[src/rtl/ov7620_capture_front.sv]
// OV7620 camera front end: oversamples the raw camera pins in the CLK domain, frames and decimates
// active pixels, and queues {linear SRAM address, luma} entries behind a valid/ready write port.
module ov7620_capture_front #(
  parameter int H_ACTIVE    = 640,
  parameter int V_ACTIVE    = 240,
  parameter int ADDR_W      = 18,
  parameter int PIX_DECIM   = 2,
  parameter int FIFO_DEPTH  = 4,
  parameter int SYNC_STAGES = 2
) (
  input  logic              CLK,
  input  logic              RSTn,
  input  logic              PCLK,
  input  logic              HREF,
  input  logic              VSYNC_ov7620_L,
  input  logic [7:0]        Y_Data,
  input  logic              capture_en,
  output logic              wr_valid,
  input  logic              wr_ready,
  output logic [ADDR_W-1:0] wr_addr,
  output logic [7:0]        wr_data,
  output logic              capturing,
  output logic              frame_done,
  output logic              overflow,
  output logic [1:0]        dbg_state
);

  localparam int PCNT_W = $clog2(H_ACTIVE + 1);
  localparam int LCNT_W = $clog2(V_ACTIVE + 1);
  localparam int DCNT_W = (PIX_DECIM > 1) ? $clog2(PIX_DECIM) : 1;
  localparam int PTR_W  = (FIFO_DEPTH > 1) ? $clog2(FIFO_DEPTH) : 1;
  localparam logic [ADDR_W-1:0] H_STEP = ADDR_W'(H_ACTIVE);

  typedef enum logic [1:0] {
    S_IDLE  = 2'd0,
    S_FRAME = 2'd1,
    S_DRAIN = 2'd2
  } state_t;

  state_t state, state_n;

  // Write port: wr_valid means the FIFO head holds a pixel; an entry leaves on a
  // cycle where wr_valid & wr_ready are both high. Head address/data hold while stalled.

  logic [SYNC_STAGES-1:0] pclk_sr, href_sr, vs_sr;
  logic [7:0]             y_sr [SYNC_STAGES];
  logic                   pclk_d, href_d, vs_d;
  logic                   pclk_s, href_s, vs_s;
  logic [7:0]             y_s;
  logic                   pix_stb, href_fall, vs_fall, vs_rise;

  // Y_Data goes through the same depth as PCLK so the sampled luma lines up with the synced edge.
  always_ff @(posedge CLK or negedge RSTn) begin
    if (!RSTn) begin
      pclk_sr <= '0;
      href_sr <= '0;
      vs_sr   <= '0;
      for (int i = 0; i < SYNC_STAGES; i++) y_sr[i] <= '0;
      pclk_d  <= 1'b0;
      href_d  <= 1'b0;
      vs_d    <= 1'b0;
    end else begin
      pclk_sr <= {pclk_sr[SYNC_STAGES-2:0], PCLK};
      href_sr <= {href_sr[SYNC_STAGES-2:0], HREF};
      vs_sr   <= {vs_sr[SYNC_STAGES-2:0], VSYNC_ov7620_L};
      y_sr[0] <= Y_Data;
      for (int i = 1; i < SYNC_STAGES; i++) y_sr[i] <= y_sr[i-1];
      pclk_d  <= pclk_s;
      href_d  <= href_s;
      vs_d    <= vs_s;
    end
  end

  assign pclk_s    = pclk_sr[SYNC_STAGES-1];
  assign href_s    = href_sr[SYNC_STAGES-1];
  assign vs_s      = vs_sr[SYNC_STAGES-1];
  assign y_s       = y_sr[SYNC_STAGES-1];
  assign pix_stb   = pclk_s & ~pclk_d & href_s;
  assign href_fall = ~href_s & href_d;
  assign vs_fall   = ~vs_s & vs_d;
  assign vs_rise   = vs_s & ~vs_d;

  logic [LCNT_W-1:0] line_cnt;
  logic [PCNT_W-1:0] pix_cnt;
  logic [DCNT_W-1:0] decim_cnt;
  logic [ADDR_W-1:0] addr, line_base;
  logic              frame_start, keep_stb, line_end;
  logic              push_vld;
  logic [ADDR_W-1:0] push_addr;
  logic [7:0]        push_data;
  logic              fifo_empty, fifo_full, pop, do_push, drop;

  assign keep_stb = (state == S_FRAME) && pix_stb && (decim_cnt == '0) &&
                    (pix_cnt < PCNT_W'(H_ACTIVE)) && (line_cnt < LCNT_W'(V_ACTIVE));
  assign line_end = (state == S_FRAME) && href_fall && (pix_cnt != '0);

  always_ff @(posedge CLK or negedge RSTn) begin
    if (!RSTn) begin
      state <= S_IDLE;
    end else begin
      state <= state_n;
    end
  end

  always_comb begin
    state_n     = state;
    frame_start = 1'b0;
    frame_done  = 1'b0;
    case (state)
      S_IDLE: begin
        if (vs_fall && capture_en) begin
          state_n     = S_FRAME;
          frame_start = 1'b1;
        end
      end
      S_FRAME: begin
        if (vs_rise || (line_cnt == LCNT_W'(V_ACTIVE))) state_n = S_DRAIN;
      end
      S_DRAIN: begin
        // The push register counts as queued data, so wait for it as well.
        if (fifo_empty && !push_vld) begin
          state_n    = S_IDLE;
          frame_done = 1'b1;
        end
      end
      default: state_n = S_IDLE;
    endcase
  end

  assign capturing = (state == S_FRAME);
  assign dbg_state = state;

  // The next line starts at line_base + H_ACTIVE; a short line leaves a gap in the address space.
  always_ff @(posedge CLK or negedge RSTn) begin
    if (!RSTn) begin
      line_cnt  <= '0;
      pix_cnt   <= '0;
      decim_cnt <= '0;
      addr      <= '0;
      line_base <= '0;
    end else begin
      if (href_fall) begin
        decim_cnt <= '0;
      end else if (pix_stb) begin
        decim_cnt <= (decim_cnt == DCNT_W'(PIX_DECIM - 1)) ? '0 : decim_cnt + DCNT_W'(1);
      end
      if (frame_start) begin
        line_cnt  <= '0;
        pix_cnt   <= '0;
        addr      <= '0;
        line_base <= '0;
      end else if (keep_stb) begin
        addr    <= addr + ADDR_W'(1);
        pix_cnt <= pix_cnt + PCNT_W'(1);
      end else if (line_end) begin
        line_cnt  <= line_cnt + LCNT_W'(1);
        line_base <= line_base + H_STEP;
        addr      <= line_base + H_STEP;
        pix_cnt   <= '0;
      end
    end
  end

  always_ff @(posedge CLK or negedge RSTn) begin
    if (!RSTn) begin
      push_vld  <= 1'b0;
      push_addr <= '0;
      push_data <= '0;
    end else begin
      push_vld  <= keep_stb;
      push_addr <= addr;
      push_data <= y_s;
    end
  end

  logic [ADDR_W-1:0] fifo_addr [FIFO_DEPTH];
  logic [7:0]        fifo_data [FIFO_DEPTH];
  logic [PTR_W-1:0]  wr_ptr, rd_ptr;
  logic [PTR_W:0]    fifo_cnt;

  assign fifo_empty = (fifo_cnt == '0);
  assign fifo_full  = (fifo_cnt == (PTR_W + 1)'(FIFO_DEPTH));
  assign wr_valid   = !fifo_empty;
  assign pop        = wr_valid && wr_ready;
  assign do_push    = push_vld && (!fifo_full || pop);
  assign drop       = push_vld && fifo_full && !pop;
  assign wr_addr    = fifo_addr[rd_ptr];
  assign wr_data    = fifo_data[rd_ptr];

  always_ff @(posedge CLK or negedge RSTn) begin
    if (!RSTn) begin
      for (int i = 0; i < FIFO_DEPTH; i++) begin
        fifo_addr[i] <= '0;
        fifo_data[i] <= '0;
      end
      wr_ptr   <= '0;
      rd_ptr   <= '0;
      fifo_cnt <= '0;
      overflow <= 1'b0;
    end else begin
      if (do_push) begin
        fifo_addr[wr_ptr] <= push_addr;
        fifo_data[wr_ptr] <= push_data;
        wr_ptr            <= wr_ptr + PTR_W'(1);
      end
      if (pop) rd_ptr <= rd_ptr + PTR_W'(1);
      case ({do_push, pop})
        2'b10:   fifo_cnt <= fifo_cnt + (PTR_W + 1)'(1);
        2'b01:   fifo_cnt <= fifo_cnt - (PTR_W + 1)'(1);
        default: fifo_cnt <= fifo_cnt;
      endcase
      if (frame_start) overflow <= 1'b0;
      else if (drop)   overflow <= 1'b1;
    end
  end

endmodule

[config.mk]
export PLATFORM = sky130hd
export DESIGN_NAME = ov7620_capture_front
export DESIGN_NICKNAME = d
export VERILOG_FILES = /design/src/rtl/ov7620_capture_front.sv
export SDC_FILE = /design/constraint.sdc
export NUM_CORES = 1
export LEC_CHECK = 0
export CAP_MARGIN = 20
export CORE_MARGIN = 10
export CORE_UTILIZATION = 35
export CTS_CLUSTER_SIZE = 10
export DETAILED_ROUTE_END_ITERATION = 10
export PLACE_DENSITY = 0.58
export SETUP_SLACK_MARGIN = 0.02
export SYNTH_ARGS = -nofsm -noshare
export SYNTH_HDL_FRONTEND = slang
export SYNTH_SLANG_ARGS = --single-unit
[constraint.sdc]
create_clock -name CLK -period 2.1 [get_ports CLK]
set_input_delay 0.21 -clock CLK [delete_from_list [all_inputs] [get_ports CLK]]
set_output_delay 0.21 -clock CLK [all_outputs]
set_load 0.1 [all_outputs]
==> results of run 1 <==
layout make-up:
class | instances | area share, %
clock buffers | 28 | 5.49
repair buffers | 118 | 13.2
clock inverters | 2 | 0.212
well taps | 330 | 3.50
multi-input cells | 402 | 31.7
flip-flops and latches | 214 | 45.5
inverters | 13 | 0.435
metal layers:
| metal | up-vias | share of wire [%] | global-route usage, % |
|---|---|---|---|
| met1 | 2992 | 43 | 14.9 |
| met4 | 0 | 1.8 | 3.35 |
| li1 | 2625 | - | - |
| met5 | - | 0 | 0 |
| met2 | 134 | 51 | 20.5 |
| met3 | 29 | 4.3 | 2.51 |
timing repair:
action / CTS / global route
setup endpoints to repair: 57 / 180
pin swaps: 4 / 25
resized for setup: 25 / 64
setup buffers: 11 / 8
hold endpoints to repair: 66 / 0
cloned: 2 / 2
hold buffers: 1 / 0
worst register-to-register path, delay by kind of cell (launching register included):
family,cells,cell delay (ns)
AO/OA/AOI/OAI,4,0.83
AND/OR/NAND/NOR,1,0.46
buffers and inverters,2,0.29
flip-flops,1,0.38
adder cells (fa/ha/maj),1,0.12
worst min-delay path by stage:
stage / slack [ns] / endpoint / start
finish: 0.12 / pclk_sr[0]$_DFF_PN0_ / PCLK
global route: 0.11 / y_sr[15]$_DFF_PN0_ / Y_Data[7]
CTS: 0.1 / pclk_sr[0]$_DFF_PN0_ / PCLK
detailed placement: 0.28 / fifo_data[29]$_DFFE_PN0P_ / RSTn
global placement: 0.27 / push_data[6]$_DFF_PN0_ / RSTn
floorplan: -0.09 / addr[0]$_DFFE_PN0P_ / RSTn
registers in the layout, summed over array words and instances, names as in the netlist, 2 cells and up:
| name | count |
|---|---|
| addr | 18 |
| dbg_state | 2 |
| fifo_addr | 72 |
| fifo_cnt | 3 |
| fifo_data | 32 |
| href_sr | 2 |
| line_base | 11 |
| line_cnt | 8 |
| pclk_sr | 2 |
| pix_cnt | 10 |
| push_addr | 18 |
| push_data | 8 |
| rd_ptr | 2 |
| vs_sr | 2 |
| wr_ptr | 2 |
| y_s | 8 |
| y_sr | 8 |
cells by family after synthesis:
logic type	Yosys count	synth area share, %
AND/OR/NAND/NOR	150	8.42
buffers and inverters	42	2.04
AO/OA/AOI/OAI	86	6.53
adder cells (fa/ha/maj)	11	1.61
multiplexers	130	19.5
flip-flops	214	59.5
XOR/XNOR	25	2.43
Yosys cell counts, types with 12 or more instances:
library cell  number  share of area [%]
inv_1             13               0.54
mux4_2            26                6.5
nor2_1            22               0.92
xnor2_1           15                1.5
buf_2             12               0.67
dfrtp_1          214                 59
nand3_1           17               0.94
nor3_1            15               0.83
mux2_2           104                 13
nand2_1           45                1.9
o21ai_0           33                1.8
clkbuf_1          13               0.54
stage by stage:
step | utilization [%] | total power [W]
6_report | 46.7 | 0.0131
5_1_grt | 46.7 | 0.0138
4_1_cts | 45.2 | 0.0129
3_5_place_dp | 41.9 | 0.00889
3_3_place_gp | 41.9 | 0.00874
2_1_floorplan | - | 0.00761
cell usage in the layout (no fill, tap or decap), types with 5 or more instances in the layout:
master / n
nor2_1: 20
and3_1: 7
or3_1: 6
o21ai_1: 22
a21o_1: 5
nor3_1: 10
dfrtp_1: 211
a21oi_1: 8
mux2_2: 104
clkdlybuf4s50_1: 13
xnor2_1: 15
buf_6: 12
nand3_1: 14
mux4_2: 26
buf_12: 39
nand2_1: 36
ha_1: 9
o21ai_2: 9
clkbuf_16: 27
nand2_2: 7
buf_4: 45
xor2_1: 9
inv_1: 10
nand4_1: 10
report_power, final:
group | switching (W) | total [W] | internal, W
Combinational | 0.00226 | 0.00416 | 0.00190
Clock | 0.00157 | 0.00372 | 0.00216
Sequential | 0.000510 | 0.00523 | 0.00472
Total | 0.00434 | 0.0131 | 0.00878
==> results.md, run 1 <==
- Primary FF master, synth: dfrtp_1
- Final Non-Filler Cells: 1107
- Slew headroom: 57.9%
- Diode count: 0
- Clock-pin slew on the worst setup and hold paths: 0.05 ns
- Setup Skew: 0.00547 ns
- H-tree depth: 1
- CTS Sinks: 214
- Number of max-cap violations: 0
- Layout cells sized above 1: 41.6%
- Critical path class: reg -> reg
- Final worst-path cycle share: 104%
- Hold/Removal Path Class: in -> reg
- Total Routing Usage GR: 12.0%
- Core area: 25300 um^2
- Static leakage: 5.47 nW
- DP Worst Slack: -0.225 ns
- Vias in the first global route: 6163
- Storage cell area: 5360 um^2
- Hpwl dp: 13000 um
- Run status: finished, violations left
- Footprint of the multi-input gates: 3730 um^2
- Via/cell ratio: 5.22
- Drt pass-1 iters: 5
- RSZ-0062 raised after global routing: true
- GR Overflow Total: 0
- Latest clock arrival within the worst-skew pair: 0.52 ns
- Slowest stage delay, CP: 0.46 ns
- Syn Nets: 684
- Yosys warning total: 0
- Minimum clock period: 2.19 ns
- Bufs and invs on worst path: 2
- Crit. Startpoint: pix_cnt[1]$_DFFE_PN0P_
- # IOs: 47
- Final setup margin: -0.0890 ns
- Critical path, cell by cell: inv_2 > ha_4 > or4b_4 > o41a_4 > a211oi_4 > buf_12 > o21ai_1 > o311ai_1
- Post-synth EDFFs: 0
- Reg2reg end: addr[14]$_DFFE_PN0P_
- Worst r2r src: pix_cnt[1]$_DFFE_PN0P_
- Setup tns final: -2.43 ns
- Setup slack, reg-to-reg: -0.09 ns
- Min-Delay Path Depth: 1
- Detailed-route via count: 5780
- Starting density of the core: 35.7%
- Async S/R FF share, synth: 100%
- Worst R2R Path Depth: 8
- First-pass GRT wire length: 32700 um
- TritonCTS clock tree: built
- Die ar.: 32500 um^2
- Routability cong.: 0.843
- Power Dens Cells: 1110 nW/um^2
- Initial antenna violation count: 0
- Area growth syn-to-layout: 30.9%
- Crit path depth: 8
- VDD IR max: 0.826 mV
- DR iter-0 viols: 254
- Setup crit end: addr[14]$_DFFE_PN0P_
- CP max FO: 17
- Die width: 180 um
- CTS buffer count: 25
- Final setup fails: 51
- Largest net degree at the start of global routing: 73
- Worst Tran Pin Value: 0.631 ns
- CP delay by family, top: compound AO/OA/AOI/OAI gates
- Residual DRC: 0
- Placed cell areas: 10600 um^2
- Finished Cell Area: 11800 um^2
- Worst path slowest cell: or4b_4
- Hold Violations, Final: 0
- Fmax: 0.457 GHz
- Fraction of the yosys area taken by sequential cells: 59.5%
- Syn avg cell area: 13.7 um^2
- Crit start category: flip-flop
- Failing checks: negative setup slack
- WP data arrival: 2.60 ns
- Filler cell count in the final layout: 2197
- Cells after Synth: 658
- Syn Std Cell Area: 9010 um^2
- Routed wire length: 20300 um
- # nets final: 800
- Antenna-violating nets left: 0
- Clk root buf: clkbuf_16
- Row count: 58
- Slew Limit Fails: 0
- # port buffers: 46
- Die H: 180 um
- Cells after DPL: 1053
- Yosys cell types: 57
- Min Hold Slack: 0.124 ns
- Routed len/inst: 18.3 um
- Yosys reg bits: 214
- Worst path required time: 2.52 ns
- Clock Path Buffers: 3
- CP endpoint kind: flip-flop
Power figures use the tool's default switching activity.
==> run 2, diff against run 1 <==
Settings changed: GPL_TIMING_DRIVEN from default to 1.
==> results of run 2 <==
Same layout as run 1: the final DEF is identical, and so are final timing and power.
